==> src/rtl/alu_pkg.sv <==
// Shared encodings for the sequential ALU: opcode values, FSM states and widths.
package alu_pkg;

  localparam int ALU_OP_W = 4;

  typedef enum logic [ALU_OP_W-1:0] {
    ALU_ADD  = 4'd0,
    ALU_SUB  = 4'd1,
    ALU_AND  = 4'd2,
    ALU_OR   = 4'd3,
    ALU_XOR  = 4'd4,
    ALU_SLL  = 4'd5,
    ALU_SRL  = 4'd6,
    ALU_SRA  = 4'd7,
    ALU_SLTU = 4'd8,
    ALU_SLT  = 4'd9,
    ALU_MULU = 4'd10,
    ALU_DIVU = 4'd11
  } alu_op_e;

  typedef enum logic [1:0] {
    ST_IDLE = 2'd0,
    ST_MUL  = 2'd1,
    ST_DIV  = 2'd2
  } state_e;

endpackage

==> src/rtl/alu_seq_if.sv <==
// Request/response bus between the control unit (master) and the ALU (slave).
interface alu_seq_if #(
  parameter int WIDTH = 32
);
  logic                         InValid;
  logic                         InReady;
  logic [alu_pkg::ALU_OP_W-1:0] ALUOp;
  logic [WIDTH-1:0]             ReadData1;
  logic [WIDTH-1:0]             ReadData2;
  logic                         OutValid;
  logic [WIDTH-1:0]             Result;
  logic [WIDTH-1:0]             ResultHi;
  logic                         Zero;
  logic                         Sign;

  modport master (
    output InValid, ALUOp, ReadData1, ReadData2,
    input  InReady, OutValid, Result, ResultHi, Zero, Sign
  );

  modport slave (
    input  InValid, ALUOp, ReadData1, ReadData2,
    output InReady, OutValid, Result, ResultHi, Zero, Sign
  );
endinterface

==> src/rtl/alu_seq_iter.sv <==
// Shared iterative datapath: shift-add unsigned multiply and restoring unsigned
// divide, one result bit per cycle. The owner samples lo_next/hi_next in the
// cycle where last is high; that step's outputs are the final result.
module alu_seq_iter
  import alu_pkg::*;
#(
  parameter int WIDTH = 32
) (
  input  logic             clk,
  input  logic             rst,
  input  logic             start,    // load operands, begin WIDTH steps
  input  logic             is_div,   // 1: divide, 0: multiply
  input  logic [WIDTH-1:0] a,        // multiplier / dividend
  input  logic [WIDTH-1:0] b,        // multiplicand / divisor
  output logic             last,     // the step taken this cycle is the final one
  output logic [WIDTH-1:0] lo_next,  // product low / quotient after this step
  output logic [WIDTH-1:0] hi_next   // product high / remainder after this step
);

  localparam int CW = $clog2(WIDTH) + 1;

  logic [WIDTH-1:0] hi_q, hi_d;
  logic [WIDTH-1:0] lo_q, lo_d;
  logic [WIDTH-1:0] opnd_q, opnd_d;
  logic [CW-1:0]    cnt_q, cnt_d;
  logic             div_q, div_d;

  logic [WIDTH:0]   mul_sum;
  logic [WIDTH:0]   div_shift;
  logic             div_ge;

  // One step of whichever algorithm is loaded.
  always_comb begin
    mul_sum   = {1'b0, hi_q} + (lo_q[0] ? {1'b0, opnd_q} : '0);
    div_shift = {hi_q, lo_q[WIDTH-1]};
    div_ge    = (div_shift >= {1'b0, opnd_q});
    if (div_q) begin
      // Partial remainder stays below the divisor, so the W-bit difference is exact.
      hi_next = div_ge ? (div_shift[WIDTH-1:0] - opnd_q) : div_shift[WIDTH-1:0];
      lo_next = {lo_q[WIDTH-2:0], div_ge};
    end else begin
      hi_next = mul_sum[WIDTH:1];
      lo_next = {mul_sum[0], lo_q[WIDTH-1:1]};
    end
    last = (cnt_q == CW'(1));
  end

  // Load on start, otherwise advance one step while the count is non-zero.
  always_comb begin
    hi_d   = hi_q;
    lo_d   = lo_q;
    opnd_d = opnd_q;
    cnt_d  = cnt_q;
    div_d  = div_q;
    if (start) begin
      hi_d   = '0;
      lo_d   = a;
      opnd_d = b;
      cnt_d  = CW'(WIDTH);
      div_d  = is_div;
    end else if (cnt_q != '0) begin
      hi_d  = hi_next;
      lo_d  = lo_next;
      cnt_d = cnt_q - CW'(1);
    end
  end

  // Control state is reset; the datapath is always reloaded by start before use.
  always_ff @(posedge clk) begin
    // NOTE: only the step counter needs a reset value; hi/lo/operand registers
    // are don't-care until start overwrites them, so leaving them unreset is safe.
    if (rst) begin
      cnt_q <= '0;
      div_q <= 1'b0;
    end else begin
      cnt_q <= cnt_d;
      div_q <= div_d;
    end
    hi_q   <= hi_d;
    lo_q   <= lo_d;
    opnd_q <= opnd_d;
  end

endmodule

==> src/rtl/alu_seq.sv <==
// Multi-cycle EX-stage ALU: valid/ready issue, single-cycle ops registered with
// latency 1, MULU/DIVU through the shared iterative datapath (latency WIDTH+1).
module alu_seq
  import alu_pkg::*;
#(
  parameter int WIDTH = 32,
  parameter int SHW   = $clog2(WIDTH)  // derived, do not override
) (
  input logic      CLK,
  input logic      Reset,
  alu_seq_if.slave bus
);

  state_e           state_q, state_d;
  logic [WIDTH-1:0] result_q, result_d;
  logic [WIDTH-1:0] result_hi_q, result_hi_d;
  logic             out_valid_q, out_valid_d;

  alu_op_e          op;
  logic             accept;
  logic             iter_start;
  logic             iter_div;
  logic             iter_last;
  logic [WIDTH-1:0] iter_lo_next;
  logic [WIDTH-1:0] iter_hi_next;

  // Single-cycle operations; codes outside the defined set yield zero.
  function automatic logic [WIDTH-1:0] single_op(input alu_op_e f,
                                                  input logic [WIDTH-1:0] a,
                                                  input logic [WIDTH-1:0] b);
    logic [SHW-1:0] sh;
    sh = a[SHW-1:0];
    case (f)
      ALU_ADD:  single_op = a + b;
      ALU_SUB:  single_op = a - b;
      ALU_AND:  single_op = a & b;
      ALU_OR:   single_op = a | b;
      ALU_XOR:  single_op = a ^ b;
      ALU_SLL:  single_op = b << sh;
      ALU_SRL:  single_op = b >> sh;
      ALU_SRA:  single_op = WIDTH'($signed(b) >>> sh);
      ALU_SLTU: single_op = {{(WIDTH-1){1'b0}}, (a < b)};
      ALU_SLT:  single_op = {{(WIDTH-1){1'b0}}, ($signed(a) < $signed(b))};
      default:  single_op = '0;
    endcase
  endfunction

  assign op     = alu_op_e'(bus.ALUOp);
  assign accept = bus.InValid && (state_q == ST_IDLE);

  alu_seq_iter #(.WIDTH(WIDTH)) u_iter (
    .clk     (CLK),
    .rst     (Reset),
    .start   (iter_start),
    .is_div  (iter_div),
    .a       (bus.ReadData1),
    .b       (bus.ReadData2),
    .last    (iter_last),
    .lo_next (iter_lo_next),
    .hi_next (iter_hi_next)
  );

  // Next-state, result and handshake decisions.
  always_comb begin
    // NOTE: every output of this block gets a default first, so no path can
    // leave one unassigned and infer a latch.
    state_d     = state_q;
    result_d    = result_q;
    result_hi_d = result_hi_q;
    out_valid_d = 1'b0;
    iter_start  = 1'b0;
    iter_div    = 1'b0;
    case (state_q)
      ST_IDLE: begin
        if (accept) begin
          if (op == ALU_MULU) begin
            iter_start = 1'b1;
            state_d    = ST_MUL;
          end else if (op == ALU_DIVU && bus.ReadData2 != '0) begin
            iter_start = 1'b1;
            iter_div   = 1'b1;
            state_d    = ST_DIV;
          end else if (op == ALU_DIVU) begin
            // Divide by zero: all-ones quotient, dividend as remainder.
            result_d    = '1;
            result_hi_d = bus.ReadData1;
            out_valid_d = 1'b1;
          end else begin
            result_d    = single_op(op, bus.ReadData1, bus.ReadData2);
            result_hi_d = '0;
            out_valid_d = 1'b1;
          end
        end
      end
      ST_MUL, ST_DIV: begin
        if (iter_last) begin
          result_d    = iter_lo_next;
          result_hi_d = iter_hi_next;
          out_valid_d = 1'b1;
          state_d     = ST_IDLE;
        end
      end
      default: state_d = ST_IDLE;
    endcase
  end

  // State and registered outputs; reset discards any in-flight operation.
  always_ff @(posedge CLK) begin
    // NOTE: sequential state uses non-blocking assignments so every flop
    // samples the pre-edge values regardless of block evaluation order.
    if (Reset) begin
      state_q     <= ST_IDLE;
      result_q    <= '0;
      result_hi_q <= '0;
      out_valid_q <= 1'b0;
    end else begin
      state_q     <= state_d;
      result_q    <= result_d;
      result_hi_q <= result_hi_d;
      out_valid_q <= out_valid_d;
    end
  end

  assign bus.InReady  = (state_q == ST_IDLE);
  assign bus.OutValid = out_valid_q;
  assign bus.Result   = result_q;
  assign bus.ResultHi = result_hi_q;
  assign bus.Zero     = (result_q == '0);
  assign bus.Sign     = result_q[WIDTH-1];

endmodule

==> src/flat_wrapper.sv <==
// flat-port wrapper written by rule: the top's interface ports become plain ports
module alu_seq_flat import alu_pkg::*;
#(
  parameter int WIDTH = 32,
  parameter int SHW   = $clog2(WIDTH)                             
)
  (CLK, Reset, bus_InValid, bus_ALUOp, bus_ReadData1, bus_ReadData2, bus_InReady, bus_OutValid, bus_Result, bus_ResultHi, bus_Zero, bus_Sign);
  alu_seq_if #(.WIDTH(WIDTH)) bus_i ();
  input logic CLK;
  input logic Reset;
  input wire logic [$bits(bus_i.InValid)-1:0] bus_InValid;
  input wire logic [$bits(bus_i.ALUOp)-1:0] bus_ALUOp;
  input wire logic [$bits(bus_i.ReadData1)-1:0] bus_ReadData1;
  input wire logic [$bits(bus_i.ReadData2)-1:0] bus_ReadData2;
  output wire logic [$bits(bus_i.InReady)-1:0] bus_InReady;
  output wire logic [$bits(bus_i.OutValid)-1:0] bus_OutValid;
  output wire logic [$bits(bus_i.Result)-1:0] bus_Result;
  output wire logic [$bits(bus_i.ResultHi)-1:0] bus_ResultHi;
  output wire logic [$bits(bus_i.Zero)-1:0] bus_Zero;
  output wire logic [$bits(bus_i.Sign)-1:0] bus_Sign;
  assign bus_i.InValid = bus_InValid;
  assign bus_i.ALUOp = bus_ALUOp;
  assign bus_i.ReadData1 = bus_ReadData1;
  assign bus_i.ReadData2 = bus_ReadData2;
  assign bus_InReady = bus_i.InReady;
  assign bus_OutValid = bus_i.OutValid;
  assign bus_Result = bus_i.Result;
  assign bus_ResultHi = bus_i.ResultHi;
  assign bus_Zero = bus_i.Zero;
  assign bus_Sign = bus_i.Sign;
  alu_seq #(.WIDTH(WIDTH), .SHW(SHW)) u_core (.CLK(CLK), .Reset(Reset), .bus(bus_i));
endmodule
==> config.mk <==
export PLATFORM = sky130hd
export DESIGN_NAME = alu_seq_flat
export DESIGN_NICKNAME = d
export VERILOG_FILES = /design/src/rtl/alu_pkg.sv /design/src/rtl/alu_seq_if.sv /design/src/rtl/alu_seq_iter.sv /design/src/rtl/alu_seq.sv /design/src/flat_wrapper.sv
export SDC_FILE = /design/constraint.sdc
export NUM_CORES = 1
export LEC_CHECK = 0
export ABC_AREA = 0
export CAP_MARGIN = 0
export CORE_MARGIN = 4
export CORE_UTILIZATION = 60
export DETAILED_ROUTE_END_ITERATION = 6
export PLACE_DENSITY = 0.81
export REMOVE_ABC_BUFFERS = 1
export SLEW_MARGIN = 20
export SYNTH_ARGS = -nofsm -noshare
export SYNTH_HDL_FRONTEND = slang
export SYNTH_SLANG_ARGS = --single-unit
export TNS_END_PERCENT = 5
==> constraint.sdc <==
create_clock -name CLK -period 8.2 [get_ports CLK]
set_input_delay 1.64 -clock CLK [delete_from_list [all_inputs] [get_ports CLK]]
set_output_delay 1.64 -clock CLK [all_outputs]
set_load 0.005 [all_outputs]
### Word-level counts from Yosys, hierarchy flattened

Cells that the tools add are included.

| word-level totals | value |
|---|---|
| register bits after elaboration | 170 |
| bits of input ports | 71 |
| logic and storage cells | 94 |

| cells by class | value |
|---|---|
| reduce and logical (&&, ||, !) cells | 13 |
| shift-type cells | 3 |
| equal/unequal tests | 19 |
| bitwise logic cells | 3 |
| add/subtract/negate cells | 5 |
| order comparisons | 3 |
| muxes and demuxes | 38 |

Operators by type and width:

| kind | count |
|---|---|
| 32-bit 2-to-1 mux | 16 |
| 32-bit case mux with 10 select lines | 1 |
| 32-bit case mux with 2 select lines | 2 |
| 32-bit < comparator | 2 |
| 32-bit subtractor | 2 |
| 32-bit by 33-bit adder with 33-bit output | 1 |
| 33-bit by 32-bit >= comparator with 1-bit output | 1 |
| 32-bit adder | 1 |
| 32-bit bitwise AND | 1 |
| 32-bit logical NOT | 1 |
| 32-bit OR | 1 |
| 32-bit nonzero test | 1 |
| 32-bit by 5-bit left shift with 32-bit output | 1 |
| 32-bit by 5-bit >> shifter with 32-bit output | 1 |
| 32-bit by 5-bit >>> shifter with 32-bit output | 1 |
| 32-bit XOR | 1 |
| 4-bit by 3-bit == test with 1-bit output (second input constant) | 4 |
| 4-bit == test (second input constant) | 4 |
| 6-bit 2-to-1 mux | 2 |
| 1-bit 2-to-1 mux | 11 |
| 4-bit by 2-bit == test with 1-bit output (second input constant) | 2 |
| 2-bit 2-to-1 mux | 4 |
| 6-bit by 1-bit == test with 1-bit output (second input constant) | 1 |
| 6-bit nonzero test | 1 |
| other kinds (16) | 21 |

### Longest topological paths before layout

Gate-level depths: netlist (run 1).

| depth | value |
|---|---|
| depth after elaboration | 7 |
| depth in mapped cells | 18 |

### Hierarchy

Synthesis (run 1) repeated with hierarchy kept, for this count alone.

| unflattened totals | value |
|---|---|
| cell total of the unflattened synthesis | 2617 |
| area total of the unflattened synthesis | 20327.0 um^2 |

Modules (own cells, without submodules):

| module | cells each | instances | area each (um^2) |
|---|---|---|---|
| alu_seq | 1629 | 1 | 11710.0 |
| alu_seq_iter | 988 | 1 | 8617.0 |

### Worst setup path after synthesis (run 1)

No wires, ideal clock.

| timing path | value |
|---|---|
| path kind | in2reg |
| start | input port bus_ReadData1[2] |
| end | register u_core.result_q[21] (netlist: u_core.bus.Result[21]) |
| arrival | 4978 ps |
| setup slack | 3090 ps |
| required time | 8068 ps |
| library setup time | 132 ps |
| stages on the path | 16 |
| cells stage by stage | clkbuf_1 inv_1 clkbuf_1 clkbuf_1 ha_1 inv_1 a21oi_1 o21ai_0 a211oi_2 o221ai_2 a21bo_1 a311oi_1 a21oi_1 xnor2_1 a2111oi_0 nor3_1 |

| between the ends | value |
|---|---|
| longest elaborated chain between the ends | 7 |
| elaborated cells between the ends (all ways) | 11 |
| those cells by class | 2 x add/sub; 3 x shift; 6 x mux |

Ends and longest elaborated chain:

| what | line | source |
|---|---|---|
| start, declared | flat_wrapper.sv:13 | `input wire logic [$bits(bus_i.ReadData1)-1:0] bus_ReadData1;` |
| 32-bit subtractor (tied with other cells) | alu_seq.sv:35 | `ALU_SUB: single_op = a - b;` |
| 32-bit case mux with 10 select lines * | alu_seq.sv:33 | `case (f)` |
| 32-bit 2-to-1 mux * | alu_seq.sv:83 | `end else if (op == ALU_DIVU) begin` |
| 32-bit 2-to-1 mux * | alu_seq.sv:79 | `end else if (op == ALU_DIVU && bus.ReadData2 != '0) begin` |
| 32-bit 2-to-1 mux * | alu_seq.sv:76 | `if (op == ALU_MULU) begin` |
| 32-bit 2-to-1 mux * | alu_seq.sv:75 | `if (accept) begin` |
| 32-bit case mux with 2 select lines * | alu_seq.sv:73 | `case (state_q)` |
| end signal, assigned | alu_seq.sv:118 | `result_q <= result_d;` |
| end, declared | alu_seq.sv:15 | `logic [WIDTH-1:0] result_q, result_d;` |

Mark *: on every way between the ends. The rest lies on a longest branch, timed or not. The select of a mux whose other input is x is not followed.
A chain may end at the register's enable or synchronous reset.

### Worst setup path in the final report (run 1)

| timing path | value |
|---|---|
| start | input port bus_ReadData2[7] |
| end | register u_core.result_q[21] (netlist: u_core.bus.Result[21]) |

| between the ends | value |
|---|---|
| longest elaborated chain between the ends | 7 |
| elaborated cells between the ends (all ways) | 15 |
| those cells by class | 2 x add/sub; 1 x eq/ne; 3 x shift; 6 x mux; 3 x reduce/logical |

Ends and longest elaborated chain:

| what | line | source |
|---|---|---|
| start, declared | flat_wrapper.sv:14 | `input wire logic [$bits(bus_i.ReadData2)-1:0] bus_ReadData2;` |
| 32-bit subtractor (tied with other cells) | alu_seq.sv:35 |  |
| 32-bit case mux with 10 select lines | alu_seq.sv:33 |  |
| 32-bit 2-to-1 mux | alu_seq.sv:83 |  |
| 32-bit 2-to-1 mux | alu_seq.sv:79 |  |
| 32-bit 2-to-1 mux | alu_seq.sv:76 |  |
| 32-bit 2-to-1 mux | alu_seq.sv:75 |  |
| 32-bit case mux with 2 select lines | alu_seq.sv:73 |  |

Parallel ways exist; a longest one is shown, timed or not. The select of a mux whose other input is x is not followed.

==> results of run 1 <==
[state kept, by name, indices dropped and copies added (netlist names)]
register	flops
u_core.state_q	2
u_core.u_iter.div_q	1
u_core.u_iter.cnt_q	6
u_core.bus.ResultHi	32
u_core.u_iter.opnd_q	32
u_core.bus.Result	32
u_core.bus.OutValid	1
u_core.u_iter.lo_q	32
u_core.u_iter.hi_q	32
[routing by layer]
metal  wire, µm  part of all wire, %
met1      29900                   37
met2      35100                   44
met3      10500                   13
met4       4480                  5.6
met5         84                 0.10
[worst max-delay path: stages]
cell,delay [ps]
clkdlybuf4s50_1,790
inv_1,130
ha_1,550
nor2b_2,110
o21ai_1,200
a211oi_1,120
a211oi_2,340
o221ai_2,230
a21bo_1,260
a311oi_1,490
a21oi_1,160
xnor2_1,150
a2111oi_0,520
nor3_1,80
[placed cells by master (no fill, tap or decap), drive strengths merged, types with 42 or more instances in the layout]
cell,netlist,final
edfxtp,64,64
clkdlybuf4s50,0,132
ha,167,167
a21oi,285,285
inv,161,168
xnor2,56,56
o21ai,170,170
nor3,83,83
nor2,320,320
a211oi,55,55
mux2i,97,97
nand3,45,45
nand2,218,218
and2,42,42
dfxtp,106,106
a221oi,61,61
[area by class of cell]
class	instances	share of cell area, %
clock inverters	15	0.846
clock buffers	17	1.97
multi-input cells	2103	65.6
flip-flops and latches	170	18.7
repair buffers	173	7.48
inverters	164	2.85
well taps	435	2.52
[where the power goes]
part           total, mW  internal (mW)  switching [mW]
Sequential          1.41           1.17           0.236
Combinational       3.74           1.42            2.32
Clock              0.875          0.437           0.438
[per-stage QoR]
| stage | utilization [%] | area [µm²] | setup WS [ps] | instances | hold slack [ps] |
|---|---|---|---|---|---|
| floorplan | - | 18800 | 2980 | 2437 | 455 |
| detailed placement | 65.9 | 21000 | 2350 | 3045 | 474 |
| CTS | 67.8 | 21600 | 2850 | 3077 | 491 |
| global route | 67.8 | 21600 | 2540 | 3077 | 514 |
| global placement | 65.9 | 21000 | 2590 | 3045 | 462 |
| finish | 67.8 | 21600 | 2740 | 3077 | 492 |
[path summary, 6_finish.rpt]
| kind | from | endpoint | slack (ps) | depth (start not counted) |
|---|---|---|---|---|
| worst max register to register | u_core.u_iter.opnd_q[10] | u_core.bus.ResultHi[12] | 3770 | 12 |
| worst min register to register | u_core.bus.Result[14] | u_core.bus.Result[14] | 490 | 2 |
| worst max-delay path | bus_ReadData2[7] | u_core.bus.Result[21] | 2740 | 14 |
| worst min-delay path | u_core.bus.Result[14] | u_core.bus.Result[14] | 490 | 2 |
[cells by family (layout without fill, tap and decap cells)]
group	count (synthesis)	count (layout)	synth area share, %
fa+ha+maj	171	171	11.1
compound gates	880	880	30.1
xor+xnor	78	78	3.49
simple gates	845	845	19.7
flops	170	170	20.7
buf+inv	347	369	7.00
mux	129	129	7.96
==> metrics.txt, run 1 <==
Cells after Synth=2,620; io pins=139; filler cell count=2,762; Synth Flop Type=dfxtp_1; H-tree depth=4; Slew Limit Headroom=between 20% and 30%; TNS Setup=0 ps; number of global-route vias before repair=20,600; maximum vdd drop=around 0.37 mV; met1 GRT Util=between 50% and 60%; crit-path max FO=11; drt first pass iters=7; Remaining DRCs=17; yosys warns=0; drt wl/cell=26.0 µm; core area=around 32,000 µm²; area of the multi-input gates=14,200 µm²; Hold Path Class=reg2reg; ANT nets after route=0; Clock Sinks=170; worst skew pair latency=480 ps; gpl congestion=roughly 1.1; met2 Use GR=67.8%; final hold viol count=0; met3 GRT Util=10.1%; hold buffers post-CTS=0; IO Port Bufs=roughly 140; Die Area=35,500 µm²; cell row count=65; sequential area share after synthesis=20.7%; Final Critical Period=5460 ps; post-CTS sizing=0; Startpoint Class=input port; pwr dens=279 nW/µm²; CP required=8520 ps; synth top area cells=dfxtp_1 11%, ha_1 11%, edfxtp_1 9.8%; Post-CTS Setup Bufs=0; achievable frequency=0.183 GHz; failing checks=DRC; area leader, netlist=dfxtp_1; vias per cell=around 7.2; ys async rst share=0%; transition time of the tightest slew-check pin=1160 ps; Worst Setup End Kind=register; die outline height=around 190 µm; CTS tree=done; clk slew on worst S/H paths=90 ps; Root Driver=clkbuf_16; busiest layer in global routing=met2; Distinct cells, synth=96; Synth-to-Final Area Change=10.5%; post-synth top area share=between 10% and 20%; period utilisation layout=66.5%; Total Power=6.02 mW; post-detail-place hpwl=59.7 mm; Slew Viols, Final=0; status=finished with violations; Arr. time, crit path=around 5800 ps; Post-synth EDFFs=64; DRT Wirelength=80.1 mm; DR vias=22,000; Avg Cell Area, Syn=approximately 7.5 µm²; CTS max path bufs=2; worst clock skew=~17 ps; final setup violation count=0; die width=about 190 µm; Total GRT Usage=between 40% and 50%; Initial Utilization=61.3%; most common cell in the synthesized netlist=nor2_1; number of synthesized register bits=170; FF/Latch Area=~4000 µm²; CP Class=in2reg; initial antenna violation count=2; Leak=8.87 nW; area of the mapped netlist=between 15,000 and 20,000 µm²; fraction of layout cells with a size suffix above 1=5.83%; largest net degree at the start of global routing=87; CTS Buf Count=17; Max Cap Viol=0; # nets final=2,871; Inserted Diodes=0; Post-synth top cells=320 x nor2_1, 282 x a21oi_1, 218 x nand2_1, 167 x ha_1, 161 x inv_1; GRT overflow=0; RSZ-0062 raised after global routing=false; global-route wire length before repair=122 mm; initial DRC count=3,856
Note: power is estimated with default switching activity, not from simulation.
==> inputs of run 2 (changes only) <==
- clock period: 8.2 -> 5.05 ns (I/O delays scaled with it)
==> run 2 against run 1 <==
  * Combinational power grew 68%
  * Largest cell class unchanged
  * Critical path depth is 1 higher
  * Die area unchanged
  * Sequential cell count did not move
  * The flow still finishes with violations (DRC)
  * Sequential power increased by 65%
  * Critical path type is now reg2reg
  * Largest power group unchanged
  * Clock skew increased by 5.6 ps
  * Routed wire length is 5.5% higher
==> metrics.txt, run 2 (synthesized netlist as in run 1, its figures left out) <==
DRT Wirelength=84.5 mm; die outline height=between 150 and 200 µm; cell row count=65; Worst Setup End Kind=register; Root Driver=clkbuf_16; period utilisation layout=90.7%; gpl congestion=about 1.1; Total Power=10.1 mW; transition time of the tightest slew-check pin=1150 ps; core area=31,900 µm²; post-detail-place hpwl=approximately 65 mm; crit-path max FO=33; status=finished with violations; most common cell after layout, fill and taps aside=nor2_1; Arr. time, crit path=4920 ps; Inserted Diodes=0; final setup violation count=0; IO Port Bufs=138; Startpoint Class=register; H-tree depth=4; clk slew on worst S/H paths=100 ps; Clock Sinks=between 150 and 200; DR vias=22,500; Final Critical Period=4580 ps; RSZ-0062 raised after global routing=false; commonest cells after routing, fill and taps aside=320 x nor2_1, 282 x a21oi_1, 217 x nand2_1, 166 x ha_1, 161 x inv_1; Initial Utilization=around three fifths; final hold viol count=0; CP Buf/Inv Count=1; Worst Slack Setup Final=468 ps; Slowest-stage cell, CP=edfxtp_1; GRT overflow=0; fraction of layout cells with a size suffix above 1=8.49%; CTS Buf Count=17; # nets final=between 2,000 and 3,000; Leak=just over 9 nW; initial DRC count=just over 4,000; CTS tree=done; CTS max path bufs=2; maximum vdd drop=0.442 mV; die width=189 µm; cell family with most CP delay=compound AO/OA/AOI/OAI gates; largest net degree at the start of global routing=84; Synth-to-Final Area Change=13.8%; Slew Limit Headroom=23.2%; TNS Setup=0 ps; hold buffers post-CTS=0; Die Area=between 30,000 and 40,000 µm²; failing checks=DRC; Max Cap Viol=0; ANT nets after route=0; vias per cell=about 7.1; CP required=5380 ps; initial antenna violation count=2; CP Class=reg2reg; drt first pass iters=7; achievable frequency=0.218 GHz; drt wl/cell=approximately 27 µm; pre-CTS setup slack=226 ps; post-CTS sizing=0; worst clock skew=around 23 ps; Post-CTS Setup Bufs=0; CP peak stage delay=around 1100 ps; worst path cell trace=and2_1 > ha_1 > inv_1 > fa_1 > nand2b_1 > a21oi_1 > o221a_2 > nor3_1 > o21ai_0 > a21oi_1 > o21ai_0 > xnor2_1 > o21ai_1 > a221oi_1 > nor3_1; pwr dens=454 nW/µm²; global-route wire length before repair=127 mm; io pins=~140; Remaining DRCs=13; Slew Viols, Final=0; number of global-route vias before repair=21,500; worst skew pair latency=about 490 ps; Hold Path Class=reg2reg; Total GRT Usage=45.7%
==> run 2: layer usage <==
metal,vias to the layer above,track usage [%],wire (µm)
met5,-,0,26
met4,4,26.5,6080
met3,455,12.6,11100
met2,1784,69.9,36300
met1,10500,58.0,31100
li1,9776,-,-
==> run 2: through the flow <==
| step | instances | hold WS [ps] | utilization (%) | area (µm²) |
|---|---|---|---|---|
| after floorplan | 2437 | 455 | - | 18800 |
| after global placement | 3123 | 461 | 67.9 | 21600 |
| after detailed placement | 3123 | 467 | 67.9 | 21600 |
| after CTS | 3155 | 482 | 69.8 | 22300 |
| after global routing | 3155 | 506 | 69.8 | 22300 |
| final | 3155 | 484 | 69.8 | 22300 |
==> run 2: worst register-to-register path: stages, from the launching register on <==
cell and delay (ps):
edfxtp_1 1120, and2_1 290, ha_1 240, inv_1 80
fa_1 430, nand2b_1 190, a21oi_1 240, o221a_2 290
nor3_1 60, o21ai_0 350, a21oi_1 220, o21ai_0 240
xnor2_1 140, o21ai_1 90, a221oi_1 350, nor3_1 90
==> run 2: where the power goes <==
part / total, mW / switching [mW] / internal, mW
sequential: 2.32 / 0.414 / 1.90
clock: 1.47 / 0.680 / 0.794
combinational: 6.30 / 3.91 / 2.40
==> run 2: path summary, 6_finish.rpt <==
check	start	endpoint	slack, ps	cells past startpoint
hold / removal	u_core.bus.Result[14]	u_core.bus.Result[14]	480	2
hold reg to reg	u_core.bus.Result[14]	u_core.bus.Result[14]	480	2
setup reg to reg	u_core.u_iter.lo_q[0]	u_core.bus.ResultHi[21]	470	15
setup / recovery	u_core.u_iter.lo_q[0]	u_core.bus.ResultHi[21]	470	15
==> run 2: area by class of cell <==
class,instances,area (µm²)
Multi-Input combinational cell,2103,14200
Fill cell,2602,9620
Sequential cell,170,4050
Timing Repair Buffer,251,2260
Inverter,164,616
Tap cell,435,544
Clock buffer,19,433
Clock inverter,13,180
